[config.mk]
export PLATFORM = sky130hd
export DESIGN_NAME = mem_access_unit
export DESIGN_NICKNAME = d
export VERILOG_FILES = /design/src/rtl/mem_access_unit_pkg.sv /design/src/rtl/mem_access_unit_store_lane_gen.sv /design/src/rtl/mem_access_unit.sv
export SDC_FILE = /design/constraint.sdc
export NUM_CORES = 1
export LEC_CHECK = 0
export ABC_AREA = 1
export BUFFER_PORTS_ARGS = -buffer_cell sky130_fd_sc_hd__buf_2
export CAP_MARGIN = 20
export CORE_MARGIN = 8
export CORE_UTILIZATION = 30
export CTS_CLUSTER_DIAMETER = 200
export DETAILED_ROUTE_END_ITERATION = 16
export HOLD_SLACK_MARGIN = 0.03
export PLACE_DENSITY_LB_ADDON = 0.15
export SLEW_MARGIN = 30
export SYNTH_ARGS = -nofsm -noshare
export SYNTH_HDL_FRONTEND = slang
export SYNTH_HIERARCHICAL = 1
export SYNTH_SLANG_ARGS = --single-unit
[constraint.sdc]
create_clock -name clk -period 7.7 [get_ports clk]
set_input_delay 1.155 -clock clk [delete_from_list [all_inputs] [get_ports clk]]
set_output_delay 1.155 -clock clk [all_outputs]
set_load 0.005 [all_outputs]
[src/rtl/mem_access_unit_pkg.sv]
// Shared encodings for the MEM-stage access unit: load types (also used by the
// WB extension stage), store types, and the access FSM states.
package mem_access_unit_pkg;

  localparam logic [2:0] NOREGWRITE = 3'd0;
  localparam logic [2:0] LB         = 3'd1;
  localparam logic [2:0] LH         = 3'd2;
  localparam logic [2:0] LW         = 3'd3;
  localparam logic [2:0] LBU        = 3'd4;
  localparam logic [2:0] LHU        = 3'd5;

  localparam logic [1:0] ST_NONE = 2'd0;
  localparam logic [1:0] ST_B    = 2'd1;
  localparam logic [1:0] ST_H    = 2'd2;
  localparam logic [1:0] ST_W    = 2'd3;

  typedef enum logic {
    IDLE = 1'b0,
    BUSY = 1'b1
  } state_e;

  // A load type other than NOREGWRITE takes priority over any store type.
  function automatic logic is_misaligned(input logic [2:0] ld_type,
                                         input logic [1:0] st_type,
                                         input logic [1:0] byte_off);
    logic mis;
    mis = 1'b0;
    if (ld_type != NOREGWRITE) begin
      if ((ld_type == LH || ld_type == LHU) && byte_off[0]) mis = 1'b1;
      if (ld_type == LW && byte_off != 2'b00)               mis = 1'b1;
    end else begin
      if (st_type == ST_H && byte_off[0])          mis = 1'b1;
      if (st_type == ST_W && byte_off != 2'b00)    mis = 1'b1;
    end
    return mis;
  endfunction

endpackage

[src/rtl/mem_access_unit_store_lane_gen.sv]
// Store byte-enable and lane replication: places right-aligned store data on
// every lane it may land in and enables only the addressed bytes.
module mem_access_unit_store_lane_gen
  import mem_access_unit_pkg::*;
(
  input  logic [1:0]  store_type,
  input  logic [1:0]  byte_off,
  input  logic [31:0] store_data,
  output logic [3:0]  byte_en,
  output logic [31:0] lane_data
);

  always_comb begin
    byte_en   = 4'b0000;
    lane_data = 32'h0;
    case (store_type)
      ST_B: begin
        byte_en   = 4'b0001 << byte_off;
        lane_data = {4{store_data[7:0]}};
      end
      ST_H: begin
        byte_en   = 4'b0011 << byte_off;
        lane_data = {2{store_data[15:0]}};
      end
      ST_W: begin
        byte_en   = 4'b1111;
        lane_data = store_data;
      end
      default: ;
    endcase
  end

endmodule

[src/rtl/mem_access_unit.sv]
// MEM-stage data-memory access controller: one req/ack transaction at a time,
// stalls the pipe while busy. Define MEM_TIMEOUT_EN to abort stuck accesses.
module mem_access_unit
  import mem_access_unit_pkg::*;
#(
  parameter int AW             = 32,
  parameter int TIMEOUT_CYCLES = 255
) (
  input  logic          clk,
  input  logic          rst,
  input  logic          MemReqM,
  input  logic [2:0]    LoadTypeM,
  input  logic [1:0]    StoreTypeM,
  input  logic [AW-1:0] AddrM,
  input  logic [31:0]   StoreDataM,
  output logic          StallM,
  output logic          mem_req,
  output logic [3:0]    mem_we,
  output logic [AW-3:0] mem_addr,
  output logic [31:0]   mem_wdata,
  input  logic          mem_ack,
  input  logic [31:0]   mem_rdata,
  output logic [31:0]   LoadWordW,
  output logic [1:0]    LoadedBytesSelectW,
  output logic [2:0]    RegWriteW,
  output logic          LoadValidW,
  output logic          MisalignW,
  output logic          BusErrW
);

  state_e        state_q, state_d;
  logic [AW-3:0] mem_addr_q, mem_addr_d;
  logic [3:0]    mem_we_q, mem_we_d;
  logic [31:0]   mem_wdata_q, mem_wdata_d;
  logic [2:0]    ld_type_q, ld_type_d;
  logic [1:0]    byte_off_q, byte_off_d;
  logic [31:0]   load_word_q, load_word_d;
  logic [1:0]    bytes_sel_q, bytes_sel_d;
  logic [2:0]    reg_write_q, reg_write_d;
  logic          load_valid_q, load_valid_d;
  logic          misalign_q, misalign_d;
  logic          stall;

  logic [3:0]    lane_we;
  logic [31:0]   lane_wdata;
  logic          is_load;
  logic          is_store;

`ifdef MEM_TIMEOUT_EN
  localparam int CW = $clog2(TIMEOUT_CYCLES + 1);
  logic [CW-1:0] cnt_q, cnt_d;
  logic          bus_err_q, bus_err_d;
`else
  logic unused_timeout_cfg;
  assign unused_timeout_cfg = (TIMEOUT_CYCLES != 0);
`endif

  assign is_load  = (LoadTypeM != NOREGWRITE);
  assign is_store = (StoreTypeM != ST_NONE);

  mem_access_unit_store_lane_gen u_store_lane_gen (
    .store_type (StoreTypeM),
    .byte_off   (AddrM[1:0]),
    .store_data (StoreDataM),
    .byte_en    (lane_we),
    .lane_data  (lane_wdata)
  );

  always_comb begin
    state_d      = state_q;
    mem_addr_d   = mem_addr_q;
    mem_we_d     = mem_we_q;
    mem_wdata_d  = mem_wdata_q;
    ld_type_d    = ld_type_q;
    byte_off_d   = byte_off_q;
    load_word_d  = load_word_q;
    bytes_sel_d  = bytes_sel_q;
    reg_write_d  = NOREGWRITE;
    load_valid_d = 1'b0;
    misalign_d   = 1'b0;
    stall        = 1'b0;
`ifdef MEM_TIMEOUT_EN
    cnt_d        = cnt_q;
    bus_err_d    = 1'b0;
`endif
    case (state_q)
      IDLE: begin
        if (MemReqM && (is_load || is_store)) begin
          if (is_misaligned(LoadTypeM, StoreTypeM, AddrM[1:0])) begin
            misalign_d = 1'b1;
          end else begin
            // A load alongside a store is illegal; the load wins and the store is dropped.
            state_d     = BUSY;
            mem_addr_d  = AddrM[AW-1:2];
            mem_we_d    = is_load ? 4'b0000 : lane_we;
            mem_wdata_d = is_load ? 32'h0 : lane_wdata;
            ld_type_d   = LoadTypeM;
            byte_off_d  = AddrM[1:0];
            stall       = 1'b1;
`ifdef MEM_TIMEOUT_EN
            cnt_d       = '0;
`endif
          end
        end
      end
      BUSY: begin
        if (mem_ack) begin
          state_d = IDLE;
          if (ld_type_q != NOREGWRITE) begin
            load_word_d  = mem_rdata;
            bytes_sel_d  = byte_off_q;
            reg_write_d  = ld_type_q;
            load_valid_d = 1'b1;
          end
        end else begin
`ifdef MEM_TIMEOUT_EN
          if (cnt_q == CW'(TIMEOUT_CYCLES - 1)) begin
            state_d   = IDLE;
            bus_err_d = 1'b1;
          end else begin
            cnt_d = cnt_q + 1'b1;
            stall = 1'b1;
          end
`else
          stall = 1'b1;
`endif
        end
      end
      default: state_d = IDLE;
    endcase
  end

  always_ff @(posedge clk or posedge rst) begin
    if (rst) begin
      state_q      <= IDLE;
      mem_addr_q   <= '0;
      mem_we_q     <= 4'b0000;
      mem_wdata_q  <= 32'h0;
      ld_type_q    <= NOREGWRITE;
      byte_off_q   <= 2'b00;
      load_word_q  <= 32'h0;
      bytes_sel_q  <= 2'b00;
      reg_write_q  <= NOREGWRITE;
      load_valid_q <= 1'b0;
      misalign_q   <= 1'b0;
    end else begin
      state_q      <= state_d;
      mem_addr_q   <= mem_addr_d;
      mem_we_q     <= mem_we_d;
      mem_wdata_q  <= mem_wdata_d;
      ld_type_q    <= ld_type_d;
      byte_off_q   <= byte_off_d;
      load_word_q  <= load_word_d;
      bytes_sel_q  <= bytes_sel_d;
      reg_write_q  <= reg_write_d;
      load_valid_q <= load_valid_d;
      misalign_q   <= misalign_d;
    end
  end

`ifdef MEM_TIMEOUT_EN
  always_ff @(posedge clk or posedge rst) begin
    if (rst) begin
      cnt_q     <= '0;
      bus_err_q <= 1'b0;
    end else begin
      cnt_q     <= cnt_d;
      bus_err_q <= bus_err_d;
    end
  end
  assign BusErrW = bus_err_q;
`else
  assign BusErrW = 1'b0;
`endif

  // mem_req is decoded straight from the state flop so reset drops it at once.
  assign mem_req            = (state_q == BUSY);
  assign StallM             = stall;
  assign mem_we             = mem_we_q;
  assign mem_addr           = mem_addr_q;
  assign mem_wdata          = mem_wdata_q;
  assign LoadWordW          = load_word_q;
  assign LoadedBytesSelectW = bytes_sel_q;
  assign RegWriteW          = reg_write_q;
  assign LoadValidW         = load_valid_q;
  assign MisalignW          = misalign_q;

endmodule

==> results.json, run 1 <==
{
  "grt_overflow": 0,
  "path_cells": "buf_2 -> inv_2 -> nand2_1 -> nor2_2 -> nand2_1 -> nand2_1 -> inv_2 -> nand2_4 -> o21ai_0 -> buf_2",
  "track_usage_pct": 14.85,
  "num_rows": 49,
  "seqPwrFrac_pct": 45.6,
  "n_fill_cell": 1975,
  "antenna_cells": 0,
  "worstPathArrival_ns": 2.75,
  "totalWireLength_um": 16810,
  "cts_hold_buf": 0,
  "synth_compound_area_share_pct": 1.501,
  "fmax_mhz": 256.2,
  "dp_cells": 1130,
  "cp_max_fo": 72,
  "cts_buffers": 9,
  "swShare_pct": 33.99,
  "hold_violations": 0,
  "maxCapViolCount": 0,
  "synth_seq_cells": 111,
  "clk_latency_ns": 0.35,
  "synthAdderAreaFrac_pct": 1.155,
  "area_growth_syn_to_layout_pct": 26.10,
  "reg2regPathDepth": 6,
  "synth_simple_gate_area_share_pct": 35.50,
  "place.gp.congestion": 0.9034,
  "initial_core_util_pct": 30.37,
  "remaining_drc_errors": 0,
  "cts_sinks": 111,
  "pwr-share-clk_pct": 26.8,
  "muxShareOfSynthArea_pct": 0,
  "synth.avg_cell_area_um2": 7.483,
  "tns_ns": 0,
  "ir_worst_vdd_uv": 125.1,
  "vias": 5079,
  "syn_inst": 724,
  "drtAntennaViolNets": 0,
  "synth_cell_type_count": 21,
  "cts_resized": 0,
  "startpoint": "LoadTypeM[1]",
  "status": "finished clean",
  "crit_path_top_delay_cell": "nand2_4",
  "path_delay_family": "simple AND/OR/NAND/NOR gates",
  "power.leakage_nw": 4.157,
  "hold_class": "flip-flop to flip-flop",
  "p_per_area_nw_per_um2": 257.2,
  "grt_pass1_wl_um": 26610,
  "path_depth": 10,
  "p_comb_share_pct": 27.6,
  "finClkSkew_ns": 0.005431,
  "grt_pass1_vias": 5193,
  "cts_tree": "done",
  "wl_per_cell_um": 14.67,
  "reg2reg_from": "mem_req",
  "power_switching_mw": 0.5972,
  "drive_gt1_share_pct": 26.39,
  "crit_path_max_incr_delay_ns": 0.56,
  "nets": 1022,
  "critical_path_class": "primary input to output pin",
  "rsz0062_at_grt": "false",
  "reg2reg_to": "mem_addr[16]",
  "crit_top_cell": "nand2_1",
  "coreArea_um2": 17840,
  "crit_end": "StallM",
  "clk_path_buf_depth": 2,
  "setup_viol": 0,
  "syn-cell-area_um2": 5418,
  "worst_slew_pin_slew_ns": 0.7857,
  "dp_hpwl_um": 12010,
  "hold_depth": 2,
  "relSlewSlack_pct": 47.62,
  "report.final.slew_viol_count": 0,
  "dr.pass1.iters": 4,
  "ys_warn_count": 6,
  "io_buffers": 211,
  "root_buffer": "clkbuf_16",
  "rrSetupSlack_ns": 5.89,
  "synth_top_family_by_area": "simple AND/OR/NAND/NOR gates",
  "min_period_ns": 3.903,
  "worstPathRequired_ns": 6.55,
  "grt_max_degree": 73,
  "p_int_mw": 1.160,
  "synth-seq-area-share_pct": 51.27,
  "grt_antenna_before_repair": 1,
  "drt-vias-per-instance": 4.432,
  "cp-end-kind": "output pin",
  "die-width_um": 150.4,
  "synthesis.nets": 834,
  "cts_max_level": 3,
  "path_buf_inv": 4,
  "synth_xor_area_share_pct": 0,
  "finalCritPeriodShare_pct": 50.69,
  "path_clk_slew_ns": 0.08,
  "die-area_um2": 22620,
  "final_cell_mix": "324 x nand2_1, 211 x buf_2, 111 x dfrtp_1, 91 x nand3_1, 75 x inv_1",
  "drtIter0Drc": 237,
  "die_h_um": 150.4,
  "cts_setup_buffers": 0,
  "num_io_pins": 213,
  "layout.cells.non_filler": 1146,
  "layout_commonest_cell": "nand2_1",
  "start_kind": "primary input"
}
-- tightest hold or removal path, cell delays in order (launching register included) --
cell     delay (ns)
dfrtp_1        0.34
nand2_1        0.05
nand2_1        0.04
-- cells by family (layout without fill, tap and decap cells) --
| family | Yosys count | in the layout |
|---|---|---|
| flops | 111 | 111 |
| other cells | 1 | 1 |
| buf+inv | 119 | 312 |
| compound gates | 14 | 14 |
| fa+ha+maj | 5 | 5 |
| simple gates | 474 | 474 |
-- per-layer routing --
layer / vias up / GRT usage (%) / routed length, um
li1: 2559 / - / -
met1: 2315 / 19.05 / 7485
met2: 185 / 23.95 / 7674
met3: 18 / 3.547 / 1354
met4: 2 / 5.297 / 285
met5: - / 0 / 8
-- sequential cells by signal, summed over array words and instances, names as in the netlist --
| register | flops |
|---|---|
| byte_off_q | 2 |
| mem_req | 1 |
| mem_addr | 30 |
| MisalignW | 1 |
| mem_wdata | 32 |
| LoadedBytesSelectW | 2 |
| LoadValidW | 1 |
| mem_we | 4 |
| ld_type_q | 3 |
| LoadWordW | 32 |
| RegWriteW | 3 |
-- Yosys cell counts --
library cell / number / area share [%]
nor3_4: 1 / 0.30
a21oi_1: 12 / 1.1
nand2_2: 1 / 0.12
nor2_2: 1 / 0.12
nand2_1: 324 / 22
ha_1: 5 / 1.2
nand2_4: 1 / 0.21
nand3_1: 91 / 8.4
o21ai_0: 1 / 0.092
nor2_1: 53 / 3.7
inv_2: 5 / 0.35
inv_1: 76 / 5.3
conb_1: 1 / 0.069
clkbuf_1: 3 / 0.21
buf_2: 20 / 1.8
buf_6: 9 / 1.9
buf_8: 1 / 0.28
dfrtp_1: 111 / 51
or2_1: 2 / 0.23
buf_4: 5 / 0.69
o21ai_4: 1 / 0.30
-- worst min path at each step --
stage,start,to
2_1_floorplan,ld_type_q[0],ld_type_q[0]
5_1_grt,mem_wdata[4],mem_wdata[4]
3_3_place_gp,mem_addr[14],mem_addr[14]
4_1_cts,mem_wdata[4],mem_wdata[4]
3_5_place_dp,mem_wdata[4],mem_wdata[4]
6_report,mem_wdata[4],mem_wdata[4]
-- power groups by stage --
stage | clock, mW | combinational, mW | sequential (mW)
floorplan | 0 | 0.247 | 0.827
global placement | 0 | 0.500 | 0.808
detailed placement | 0 | 0.501 | 0.812
CTS | 0.495 | 0.503 | 0.801
global route | 0.512 | 0.560 | 0.823
finish | 0.471 | 0.485 | 0.801
-- area by class of cell --
cell class                 count  area, um^2  area share (%)
timing repair buffer         215        1086           15.90
clock inverter                 7       76.32           1.117
multi-input combinational    494        2071           30.31
clock buffer                   9       225.2           3.297
tap                          229       286.5           4.194
sequential                   111        2778           40.66
inverter                      81       309.0           4.524
-- through the flow --
step	power (mW)	worst slack, ns	util (%)	hold slack, ns	area [um^2]
floorplan	1.074	3.614	-	0.4419	5418
global placement	1.309	3.763	36.59	0.4489	6528
detailed placement	1.313	3.711	36.59	0.4535	6528
CTS	1.798	3.706	38.28	0.4726	6829
global route	1.894	3.593	38.29	0.4860	6832
finish	1.757	3.797	38.29	0.4669	6832
No activity file was read; power rests on OpenSTA's default activity.
==> run 2: changes to the inputs <==
==> constraint.sdc (replaced) <==
create_clock -name clk -period 4.05 [get_ports clk]
set_input_delay 0.6075 -clock clk [delete_from_list [all_inputs] [get_ports clk]]
set_output_delay 0.6075 -clock clk [all_outputs]
set_load 0.005 [all_outputs]
==> run 2 against run 1 <==
Against the previous run: clock-buffer cell count rose by 2; clock skew is 0.0016 ns higher; critical path depth unchanged; clock power is 82% higher; via count increased by 0.87%; utilization hardly changed; highest routed layer is now met4; final cell count rose by 0.17%; largest power group unchanged; design area decreased by 0.11%; sequential power rose by 90%.
==> results.json, run 2 (synthesis results as in run 1) <==
{
  "grt_overflow": 0,
  "crit_end": "StallM",
  "layout_commonest_cell": "nand2_1",
  "tns_ns": 0,
  "rsz0062_at_grt": "false",
  "drt-vias-per-instance": 4.463,
  "cts_setup_buffers": 0,
  "hold_class": "primary input to asynchronous set/reset pin",
  "final_cell_mix": "324 x nand2_1, 211 x buf_2, 111 x dfrtp_1, 91 x nand3_1, 75 x inv_1",
  "drtAntennaViolNets": 0,
  "path_clk_slew_ns": 0.07,
  "dp_hpwl_um": 12180,
  "root_buffer": "clkbuf_16",
  "start_kind": "primary input",
  "num_io_pins": 213,
  "path_cells": "buf_2 -> inv_2 -> nand2_1 -> nor2_2 -> nand2_1 -> nand2_1 -> inv_2 -> nand2_4 -> o21ai_0 -> buf_2",
  "relSlewSlack_pct": 47.62,
  "grt_antenna_before_repair": 0,
  "reg2reg_from": "mem_req",
  "crit_path_top_delay_cell": "nor2_2",
  "clk_latency_ns": 0.35,
  "grt_max_degree": 73,
  "vias": 5123,
  "drive_gt1_share_pct": 26.44,
  "io_buffers": 211,
  "grt_pass1_wl_um": 27210,
  "critical_path_class": "primary input to output pin",
  "cts_tree": "done",
  "die_h_um": 150.4,
  "rrSetupSlack_ns": 2.29,
  "die-area_um2": 22620,
  "remaining_drc_errors": 0,
  "reg2reg_to": "mem_addr[14]",
  "startpoint": "LoadTypeM[1]",
  "worst_slew_pin_slew_ns": 0.7857,
  "reg2regPathDepth": 6,
  "initial_core_util_pct": 30.37,
  "report.final.slew_viol_count": 0,
  "grt_pass1_vias": 5178,
  "setup_viol": 0,
  "n_fill_cell": 1946,
  "nets": 1024,
  "finClkSkew_ns": 0.007010,
  "status": "finished clean",
  "p_per_area_nw_per_um2": 484.8,
  "fmax_mhz": 461.4,
  "power.leakage_nw": 4.162,
  "cts_resized": 0,
  "maxCapViolCount": 0,
  "track_usage_pct": 15.09,
  "ir_worst_vdd_uv": 209.4,
  "min_period_ns": 2.167,
  "hold_ws_ns": 0.3523,
  "totalWireLength_um": 16990,
  "cp-end-kind": "output pin",
  "worstPathRequired_ns": 3.44,
  "cts_sinks": 111,
  "cp_max_fo": 3,
  "cts_max_level": 3,
  "hold_violations": 0,
  "num_rows": 49,
  "dr.pass1.iters": 4,
  "place.gp.congestion": 0.8913,
  "finalCritPeriodShare_pct": 53.51,
  "cts_hold_buf": 0,
  "wl_per_cell_um": 14.80,
  "area_growth_syn_to_layout_pct": 25.96,
  "clk_path_buf_depth": 2,
  "antenna_cells": 0,
  "cts_buffers": 9,
  "crit_top_cell": "nand2_1",
  "worstPathArrival_ns": 1.56,
  "crit_path_max_incr_delay_ns": 0.16,
  "die-width_um": 150.4,
  "drtIter0Drc": 236,
  "coreArea_um2": 17840
}
-- run 2: power by group --
| group | internal [mW] | total (mW) | leakage, nW | switching [mW] |
|---|---|---|---|---|
| registers | 1.39 | 1.52 | 1.43 | 0.136 |
| clock network | 0.440 | 0.859 | 0.141 | 0.419 |
| logic | 0.382 | 0.926 | 2.59 | 0.544 |
| total | 2.21 | 3.31 | 4.16 | 1.10 |
-- run 2: layout make-up --
class | count | area (um^2) | area share (%)
timing repair buffer | 217 | 1101 | 16.14
multi-input combinational | 494 | 2071 | 30.34
clock buffer | 11 | 242.7 | 3.557
clock inverter | 5 | 36.28 | 0.5317
sequential | 111 | 2778 | 40.70
inverter | 81 | 309.0 | 4.529
tap | 229 | 286.5 | 4.199
-- run 2: how the worst min path moves through the flow --
stage / slack (ns) / cells after the start / to
3_3_place_gp: 0.45 / 2 / mem_addr[14]
2_1_floorplan: 0.44 / 2 / ld_type_q[0]
3_5_place_dp: 0.45 / 2 / mem_wdata[28]
5_1_grt: 0.41 / 2 / LoadWordW[23]
4_1_cts: 0.43 / 3 / LoadWordW[30]
6_report: 0.35 / 2 / LoadWordW[15]
-- run 2: critical path, delay by kind of cell --
family,cells,cell delay [ns]
compound gates,1,0.10
buf+inv,4,0.38
simple gates,5,0.47
-- run 2: per-stage QoR --
step	worst slack (ns)	cells	util, %	area (um^2)	power, mW
after floorplan	0.5118	724	-	5418	2.041
after global placement	1.735	1132	36.67	6543	2.489
after detailed placement	1.730	1132	36.67	6543	2.500
after CTS	1.871	1148	38.24	6822	3.385
after global routing	1.760	1148	38.25	6824	3.574
final	1.883	1148	38.25	6824	3.309
-- run 2: routing by layer --
| metal | track usage, % | wire (um) |
|---|---|---|
| met5 | 0 | 0 |
| met4 | 3.348 | 102 |
| met3 | 4.178 | 1430 |
| met2 | 23.65 | 7573 |
| met1 | 20.32 | 7887 |
==> run 3: changes to the inputs <==
--- a/config.mk
+++ b/config.mk
@@ -5,7 +5,7 @@
 export SDC_FILE = /design/constraint.sdc
 export NUM_CORES = 1
 export LEC_CHECK = 0
-export ABC_AREA = 1
+export ABC_AREA = 0
 export BUFFER_PORTS_ARGS = -buffer_cell sky130_fd_sc_hd__buf_2
 export CAP_MARGIN = 20
 export CORE_MARGIN = 8
==> constraint.sdc (replaced) <==
create_clock -name clk -period 2.2 [get_ports clk]
set_input_delay 0.33 -clock clk [delete_from_list [all_inputs] [get_ports clk]]
set_output_delay 0.33 -clock clk [all_outputs]
set_load 0.005 [all_outputs]
==> run 3 against run 2 <==
Against the previous run: first-iteration DRC count grew 0.42%; via count shrank 23%; global-route usage shrank 0.83 points; sequential share of layout area grew 1.8 points; area after synthesis shrank 11%; clock skew shrank 0.0012 ns; register-to-register slack lost 2.0 ns; largest cell class unchanged; setup slack lost 1.8 ns.
==> results.json, run 3 <==
{
  "status": "finished clean",
  "initial_core_util_pct": 30.47,
  "critical_path_class": "flip-flop to output pin",
  "muxShareOfSynthArea_pct": 10.72,
  "tns_ns": 0,
  "crit_path_top_delay_cell": "a2111o_1",
  "place.gp.congestion": 0.8153,
  "start_kind": "flip-flop",
  "synth-edff-count": 0,
  "path_cells": "inv_1 -> nand2_2 -> a2111o_1 -> o21ai_0 -> buf_2",
  "min_period_ns": 2.097,
  "num_io_pins": 213,
  "hold_class": "primary input to asynchronous set/reset pin",
  "wl_per_cell_um": 17.25,
  "synth_simple_gate_area_share_pct": 13.49,
  "finalCritPeriodShare_pct": 95.31,
  "synth_compound_area_share_pct": 13.08,
  "setup_viol": 0,
  "syn-cell-area_um2": 4822,
  "dr.pass1.iters": 5,
  "p_per_area_nw_per_um2": 930.7,
  "clk_latency_ns": 0.35,
  "cts_tree": "done",
  "synth.avg_cell_area_um2": 11.68,
  "hold_violations": 0,
  "area_growth_syn_to_layout_pct": 35.70,
  "synth_cell_type_count": 37,
  "totalWireLength_um": 14660,
  "die-area_um2": 20390,
  "ir_worst_vdd_uv": 346.3,
  "p_int_mw": 4.277,
  "grt_antenna_before_repair": 0,
  "drt-vias-per-instance": 4.669,
  "grt_overflow": 0,
  "pwr-share-clk_pct": 28.0,
  "cp_max_fo": 6,
  "dp_slack_ns": 0.06751,
  "die_h_um": 142.8,
  "drtIter0Drc": 237,
  "dp_hpwl_um": 11290,
  "synth_top_family_by_area": "simple AND/OR/NAND/NOR gates",
  "io_buffers": 211,
  "synth_seq_cells": 111,
  "clk_path_buf_depth": 2,
  "grt_max_degree": 37,
  "synth_top_area_cell": "dfrtp_1",
  "vias": 3969,
  "p_comb_share_pct": 26.2,
  "cts_max_level": 3,
  "die-width_um": 142.8,
  "fmax_mhz": 476.9,
  "netlist.area_leader.share_pct": 57.60,
  "rsz0062_at_grt": "false",
  "nets": 737,
  "grt_pass1_wl_um": 22760,
  "ys_warn_count": 6,
  "synthAdderAreaFrac_pct": 1.297,
  "drtAntennaViolNets": 0,
  "cts_hold_buf": 0,
  "final_cell_mix": "211 x buf_2, 110 x dfrtp_1, 102 x nand2_1, 36 x a22o_1",
  "synthTopCellsByCount": "111 x dfrtp_1, 103 x nand2_1, 36 x a22o_1",
  "async_reset_ff_share_pct": 100.0,
  "worst_slew_pin_slew_ns": 0.6190,
  "track_usage_pct": 14.26,
  "worstPathArrival_ns": 1.77,
  "synthesis.nets": 523,
  "coreArea_um2": 15830,
  "yosysMostFrequentCell": "dfrtp_1",
  "layout_commonest_cell": "buf_2",
  "grt_pass1_vias": 4180,
  "drive_gt1_share_pct": 45.73,
  "report.final.slew_viol_count": 0,
  "power_switching_mw": 1.813,
  "num_rows": 46,
  "syn_inst": 413,
  "relSlewSlack_pct": 58.64,
  "crit_path_max_incr_delay_ns": 0.46,
  "cp-end-kind": "output pin",
  "finClkSkew_ns": 0.005859,
  "synth-seq-area-share_pct": 57.60,
  "worstPathRequired_ns": 1.87,
  "cts_sinks": 111,
  "layout_setup_ws_ns": 0.1031,
  "hold_ws_ns": 0.05289,
  "path_clk_slew_ns": 0.08,
  "seqPwrFrac_pct": 45.7,
  "remaining_drc_errors": 0,
  "power.leakage_nw": 3.536,
  "cts_buffers": 9,
  "maxCapViolCount": 0,
  "synth_ff_type": "dfrtp_1",
  "swShare_pct": 29.76,
  "netlist_top_cells_area": "dfrtp_1 58%, mux2_4 9.3%, nand2_1 8.0%, a22o_1 6.5%, a22oi_1 2.3%",
  "synth_xor_area_share_pct": 0,
  "root_buffer": "clkbuf_16"
}
## run 3: changes by cell type after synthesis, moves of 23 or more
cell / before / now
a22o_1: 0 / 36
inv_1: 76 / 6
mux2_4: 0 / 30
nand2_1: 324 / 103
nand3_1: 91 / 2
nor2_1: 53 / 30
## run 3: power by group through the flow
| stage | registers (mW) | logic, mW | clock network, mW |
|---|---|---|---|
| after floorplan | 2.85 | 0.761 | 0 |
| after global placement | 2.82 | 1.60 | 0 |
| after detailed placement | 2.83 | 1.63 | 0 |
| after CTS | 2.79 | 1.63 | 1.78 |
| after global routing | 2.86 | 1.79 | 1.84 |
| final | 2.79 | 1.60 | 1.71 |
## run 3: cell type report
type                       count  area [um^2]
fill                        1581         9284
sequential                   111         2779
multi-input combinational    269         1883
timing repair buffer         229         1266
tap                          216        270.3
clock buffer                   9        225.2
clock inverter                 7        85.08
inverter                       7        30.03
antenna                        2        5.005
## run 3: worst paths after layout
kind                               start             to  slack [ns]  cells after the start
max                              mem_req         StallM        0.10                      5
min                                  rst     LoadValidW        0.05                      2
max reg2reg                      mem_req  mem_wdata[28]        0.33                      6
min reg2reg                LoadWordW[30]  LoadWordW[30]        0.47                      2
max in group asynchronous            rst  LoadWordW[14]        1.58                      3
min in group clk           mem_rdata[31]  LoadWordW[31]        0.17                      3
## run 3: repair_timing
action,CTS,global route
resized for setup,0,2
endpoints found under the setup margin,0,1
setup buffers,0,2
## run 3: logic make-up (layout without fill, tap and decap cells)
logic type | after synthesis | count (layout)
AND/OR/NAND/NOR | 155 | 155
buffers and inverters | 33 | 252
adder cells (fa/ha/maj) | 5 | 5
flip-flops | 111 | 111
other | 1 | 3
multiplexers | 36 | 36
AO/OA/AOI/OAI | 72 | 72
## run 3: per-layer routing
metal	share of wire, %	vias to the layer above	global-route usage (%)	routed length, um
met5	0	-	0	0
met4	2.2	0	5.761	325
met3	9.7	22	4.574	1415
met2	47	183	23.17	6877
met1	41	1904	17.16	6044
li1	-	1860	-	-
## run 3: stage by stage
stage          util, %  power, mW  cell area, um^2  instances
6_report         41.34      6.090             6544        850
5_1_grt          41.31      6.498             6539        848
2_1_floorplan        -      3.609             4826        413
4_1_cts          41.19      6.203             6520        846
3_5_place_dp     39.23      4.460             6210        830
3_3_place_gp     39.23      4.419             6210        830
## run 3: worst max-delay path: cells and delay by family, from the launching register on
kind / cells / cell delay [ns]
buffers and inverters: 2 / 0.26
AND/OR/NAND/NOR: 1 / 0.12
AO/OA/AOI/OAI: 2 / 0.59
flip-flops: 1 / 0.45
